**config.mk**
```make
export PLATFORM = sky130hd
export DESIGN_NAME = iadder_spec_vl
export DESIGN_NICKNAME = d
export VERILOG_FILES = /design/src/rtl/iadder_spec_pkg.sv /design/src/rtl/iadder_spec_core.sv /design/src/rtl/iadder_spec_vl.sv
export SDC_FILE = /design/constraint.sdc
export NUM_CORES = 1
export LEC_CHECK = 0
export ABC_AREA = 1
export CELL_PAD_IN_SITES_DETAIL_PLACEMENT = 1
export CELL_PAD_IN_SITES_GLOBAL_PLACEMENT = 1
export CORE_AREA = 3 3 116 118
export DETAILED_ROUTE_END_ITERATION = 6
export DIE_AREA = 0 0 119 121
export PLACE_DENSITY = 0.74
export SETUP_SLACK_MARGIN = 0.2
export SYNTH_ARGS = -nofsm -noshare
export SYNTH_HDL_FRONTEND = slang
export SYNTH_SLANG_ARGS = --single-unit
export TNS_END_PERCENT = 20
```
**constraint.sdc**
```tcl
create_clock -name clk -period 1.7 [get_ports clk]
set_input_delay 0.34 -clock clk [delete_from_list [all_inputs] [get_ports clk]]
set_output_delay 0.34 -clock clk [all_outputs]
set_load 0.01 [all_outputs]
```
**src/rtl/iadder_spec_pkg.sv**
```systemverilog
// Shared constants and state encoding for the variable-latency segmented-carry adder.
// Derived constants describe the default 16-bit configuration.
package iadder_spec_pkg;

    localparam int unsigned DEF_WIDTH = 16;
    localparam int unsigned DEF_SEG   = 4;
    localparam int unsigned DEF_STEP  = 2;
    localparam int unsigned DEF_CHUNK = 4;
    localparam int unsigned DEF_CNTW  = 16;

    localparam int unsigned K      = (DEF_WIDTH - DEF_SEG) / DEF_STEP;
    localparam int unsigned NCHUNK = DEF_WIDTH / DEF_CHUNK;
    localparam int unsigned IDXW   = (NCHUNK > 1) ? $clog2(NCHUNK) : 1;

    typedef enum logic {
        IDLE    = 1'b0,
        CORRECT = 1'b1
    } state_e;

endpackage

```
**src/rtl/iadder_spec_core.sv**
```systemverilog
// Combinational speculative adder: overlapping SEG-bit windows with carry-in 0,
// plus a conservative flag for every operand pair where speculation may be wrong.
module iadder_spec_core
    import iadder_spec_pkg::*;
#(
    parameter int unsigned WIDTH = DEF_WIDTH,
    parameter int unsigned SEG   = DEF_SEG,
    parameter int unsigned STEP  = DEF_STEP
) (
    input  logic [WIDTH-1:0] a,
    input  logic [WIDTH-1:0] b,
    output logic [WIDTH-1:0] sum,
    output logic             cout,
    output logic             err
);

    localparam int unsigned NWIN = (WIDTH - SEG) / STEP;

    logic [NWIN-1:0] win_err;

    assign sum[SEG-1:0] = a[SEG-1:0] + b[SEG-1:0];

    for (genvar k = 1; k <= NWIN; k++) begin : g_win
        localparam int unsigned B = k * STEP;
        logic [SEG:0] s;
        logic         unused_bits;

        assign s = {1'b0, a[B+SEG-1:B]} + {1'b0, b[B+SEG-1:B]};
        assign sum[B+SEG-1:B+SEG-STEP] = s[SEG-1:SEG-STEP];
        // A carry can only be missed if it propagates through the whole low part of the window.
        assign win_err[k-1] = &(a[B+SEG-STEP-1:B] ^ b[B+SEG-STEP-1:B]);
        assign unused_bits = ^{s[SEG], s[SEG-STEP-1:0]};

        if (k == NWIN) begin : g_cout
            assign cout = s[SEG];
        end
    end

    assign err = |win_err;

endmodule

```
**src/rtl/iadder_spec_vl.sv**
```systemverilog
// Variable-latency approximate adder: one-cycle speculative result, or a serial
// chunk-by-chunk exact correction when exact mode is requested and an error is predicted.
module iadder_spec_vl
    import iadder_spec_pkg::*;
#(
    parameter int unsigned WIDTH = DEF_WIDTH,
    parameter int unsigned SEG   = DEF_SEG,
    parameter int unsigned STEP  = DEF_STEP,
    parameter int unsigned CHUNK = DEF_CHUNK,
    parameter int unsigned CNTW  = DEF_CNTW
) (
    input  logic             clk,
    input  logic             rst_n,
    input  logic             in_valid,
    output logic             in_ready,
    input  logic [WIDTH-1:0] in_a,
    input  logic [WIDTH-1:0] in_b,
    input  logic             in_mode,
    output logic             out_valid,
    input  logic             out_ready,
    output logic [WIDTH-1:0] out_sum,
    output logic             out_cout,
    output logic             out_err,
    output logic             out_exact,
    output logic [CNTW-1:0]  corr_cnt
);

    localparam int unsigned NCH = WIDTH / CHUNK;
    localparam int unsigned IW  = (NCH > 1) ? $clog2(NCH) : 1;

    state_e           state_q, state_d;
    logic [WIDTH-1:0] a_q, a_d, b_q, b_d, sum_q, sum_d;
    logic             valid_q, valid_d, cout_q, cout_d, err_q, err_d, exact_q, exact_d;
    logic             carry_q, carry_d;
    logic [IW-1:0]    idx_q, idx_d;
    logic [CNTW-1:0]  cnt_q, cnt_d;

    logic [WIDTH-1:0] apx_sum;
    logic             apx_cout, apx_err;
    logic [CHUNK:0]   csum;
    logic             accept;

    iadder_spec_core #(
        .WIDTH (WIDTH),
        .SEG   (SEG),
        .STEP  (STEP)
    ) u_core (
        .a    (in_a),
        .b    (in_b),
        .sum  (apx_sum),
        .cout (apx_cout),
        .err  (apx_err)
    );

    assign in_ready = (state_q == IDLE) && (!valid_q || out_ready);
    assign accept   = in_valid && in_ready;
    // Operand registers shift right each step, so the active chunk is always the low one.
    assign csum = {1'b0, a_q[CHUNK-1:0]} + {1'b0, b_q[CHUNK-1:0]} + {{CHUNK{1'b0}}, carry_q};

    always_comb begin
        state_d = state_q;
        a_d     = a_q;
        b_d     = b_q;
        sum_d   = sum_q;
        valid_d = valid_q;
        cout_d  = cout_q;
        err_d   = err_q;
        exact_d = exact_q;
        carry_d = carry_q;
        idx_d   = idx_q;
        cnt_d   = cnt_q;

        if (valid_q && out_ready) begin
            valid_d = 1'b0;
        end

        unique case (state_q)
            IDLE: begin
                if (accept) begin
                    if (!in_mode || !apx_err) begin
                        valid_d = 1'b1;
                        sum_d   = apx_sum;
                        cout_d  = apx_cout;
                        err_d   = apx_err;
                        exact_d = !apx_err;
                    end else begin
                        a_d     = in_a;
                        b_d     = in_b;
                        idx_d   = '0;
                        carry_d = 1'b0;
                        state_d = CORRECT;
                        if (cnt_q != '1) begin
                            cnt_d = cnt_q + 1'b1;
                        end
                    end
                end
            end
            CORRECT: begin
                a_d     = a_q >> CHUNK;
                b_d     = b_q >> CHUNK;
                sum_d   = {csum[CHUNK-1:0], sum_q[WIDTH-1:CHUNK]};
                carry_d = csum[CHUNK];
                idx_d   = idx_q + 1'b1;
                if (idx_q == IW'(NCH - 1)) begin
                    valid_d = 1'b1;
                    cout_d  = csum[CHUNK];
                    err_d   = 1'b1;
                    exact_d = 1'b1;
                    state_d = IDLE;
                end
            end
            default: state_d = IDLE;
        endcase
    end

    always_ff @(posedge clk or negedge rst_n) begin
        if (!rst_n) begin
            state_q <= IDLE;
            a_q     <= '0;
            b_q     <= '0;
            sum_q   <= '0;
            valid_q <= 1'b0;
            cout_q  <= 1'b0;
            err_q   <= 1'b0;
            exact_q <= 1'b0;
            carry_q <= 1'b0;
            idx_q   <= '0;
            cnt_q   <= '0;
        end else begin
            state_q <= state_d;
            a_q     <= a_d;
            b_q     <= b_d;
            sum_q   <= sum_d;
            valid_q <= valid_d;
            cout_q  <= cout_d;
            err_q   <= err_d;
            exact_q <= exact_d;
            carry_q <= carry_d;
            idx_q   <= idx_d;
            cnt_q   <= cnt_d;
        end
    end

    assign out_valid = valid_q;
    assign out_sum   = sum_q;
    assign out_cout  = cout_q;
    assign out_err   = err_q;
    assign out_exact = exact_q;
    assign corr_cnt  = cnt_q;

endmodule

```
==> run metrics <==
Peak supply drop 0.000550 V; top cells by area, synth dfrtp_1 42%, nand2_1 25%, nand3_1 7.2%; commonest non-fill, non-tap cell in the layout nand2_1; IO buf count 73; Avg WL per Cell 16.9 µm; achievable frequency 0.551 GHz; CTS tree done; largest family of logic cells by synthesized area simple AND/OR/NAND/NOR gates; simple-gate area share of the yosys netlist 0.399; CP Max Fanout 3; GR Util met3 0.0429; first-pass GRT wire length 24.6 mm; layout cells sized above 1 0.291; Yosys top cell area share 0.416; type of destination of the critical path register; Mapped Area 4330 µm²; die height 121 µm; Tot GR Track Use 0.214; std cell rows 41; Worst Hold Class in -> reg; cts bufs inserted 9; post-synthesis xor/xnor area fraction 0.0222; met2 usage 0.373; final antenna-violating net count 0; RSZ-0062 raised after global routing yes; worst skew pair latency 0.35 ns; slew margin rel. 0.675; antenna violations before repair 0; Max-Cap Viols 0; hpwl dp 10.8 mm; WL final 15.1 mm; largest net degree at the start of global routing 40; vias per inst 5.03; drt drc 0; Starting Density 0.345; Leak 0.00342 µW; Root Buffer clkbuf_16; Layout Nets 782; Area growth syn-to-layout 50.1%; Synth Register Bits 72; Sum Neg Setup Slack -0.216 ns; Net Count, Synth 654; Worst EP required 1.99 ns; post-synthesis compound-gate area fraction 0.0370; number of global-route vias before repair 4,835; minimum clock period 1.81 ns; cell taking the most area after synthesis dfrtp_1; CTS sink count 72; CTS clk-pin slew, worst paths 0.06 ns; Seq/Total Area, Yosys 0.416; Tot Pwr 9630 µW; Setup Crit Path Kind reg -> reg; mux cell area share after synthesis 0.00462; Syn Inst Count 593; Slew Viols, Final 0; Startpoint Class register; final setup vio count 2; commonest non-fill, non-tap cells in the layout 231 x nand2_1, 66 x dfrtp_1, 59 x nand3_1; Synth cell types 27; deepest clock path buffer count 2; pwr dens 1480 nW/µm²; GRT Residual Overflow 0; Die X 119 µm; Yosys warnings 0; TritonRoute pass-1 iters 4; Place WS -0.639 ns; Worst Skew 0.00767 ns; violated checks negative setup slack; post-synthesis adder-cell area fraction 0.0745; Fill cells 1,517; Final period util 1.07; die area 14,400 µm²; WP data arrival 2.10 ns; num ports 74; Final Hold Fails 0; Initial DRC Count 164; Vias 4,521; core area 12,600 µm²; status complete, but fails checks; ANT cells 0; H-Tree Depth 3; worst-margin pin slew 0.487 ns; most used routing layer met2; final worst slack -0.114 ns; post-synthesis area per instance 7.30 µm²; met1 Use GR 0.262; RePlAce Congestion 0.878
[cells in the mapped netlist (all sizes together)]
cell and number:
nor2 22, ha 21, inv 25, nand3 63
nand4 16, dfrtp 72, o21ai 16, a21oi 16
nand2 289, nor3 1, clkbuf 6, fa 3
xor2 4, mux2i 2, or2 6, xnor2 7
buf 16, nand3b 8
[state kept, by name, summed over array words and instances, names as in the netlist]
register,count
out_cout,1
b_q,16
corr_cnt,16
out_valid,1
out_exact,1
out_err,1
state_q,1
idx_q,2
carry_q,1
out_sum,16
a_q,16
[through the flow]
step / hold slack [ns] / instance area (µm²) / instances / util
final: 0.258 / 6500 / 898 / 0.517
after floorplan: 0.0444 / 4510 / 593 / -
after global routing: 0.268 / 6500 / 898 / 0.517
after CTS: 0.260 / 6280 / 893 / 0.500
after global placement: 0.308 / 5790 / 869 / 0.461
after detailed placement: 0.319 / 5790 / 869 / 0.461
[worst max-delay path: stages, from the launching register on]
cell,delay (ns)
dfrtp_1,0.41
fa_2,0.41
fa_2,0.38
a21oi_2,0.15
o21ai_2,0.07
o21ai_1,0.07
buf_4,0.15
nand2_2,0.05
nand2_1,0.05
[final timing paths]
kind | startpoint | cells after the start | end | slack (ns)
max | a_q[0] | 8 | out_sum[14] | -0.11
min | in_a[13] | 3 | a_q[13] | 0.26
max reg2reg | a_q[0] | 8 | out_sum[14] | -0.11
min reg2reg | idx_q[0] | 1 | idx_q[0] | 0.48
max in group asynchronous | rst_n | 3 | corr_cnt[8] | 0.60
min in group asynchronous | rst_n | 2 | a_q[6] | 0.48
[area by class of cell]
cell class                      instances  area [µm²]  area share
Clock buffer                           10         239      0.0367
Inverter                               25         101      0.0156
Clock inverter                          6         115      0.0177
Multi-Input combinational cell        477        2840       0.436
Sequential cell                        72        1810       0.278
Timing Repair Buffer                  136        1190       0.183
Tap cell                              172         215      0.0331
[where the power goes]
part / internal [µW] / switching, µW / total [µW]
registers: 2360 / 486 / 2850
logic: 1860 / 2660 / 4520
clock network: 1480 / 788 / 2270
total: 5700 / 3930 / 9630
[layer usage]
layer / wire length [µm] / vias up
met1: 6510 / 2204
met2: 7640 / 109
met5: 0 / -
met4: 335 / 0
li1: - / 2180
met3: 654 / 28
[logic make-up (layout without fill, tap and decap cells)]
family                     after synthesis  in the layout
and+or+nand+nor                        405            408
DFF                                     72             72
buffers and inverters                   47            177
AOI/OAI and AO/OA                       32             32
adders and majority gates               24             24
xor gates and xnor gates                11             11
muxes                                    2              2
[timing repair]
| item | CTS | global route |
|---|---|---|
| endpoints found under the setup margin | 109 | 72 |
| hold buffers | 1 | 0 |
| buffers inserted | 4 | 3 |
| resized for setup | 163 | 82 |
| pin swaps | 15 | 31 |
| cloned | 3 | 2 |
| endpoints found under the hold margin | 14 | 0 |
(Power assumes the default switching activity.)
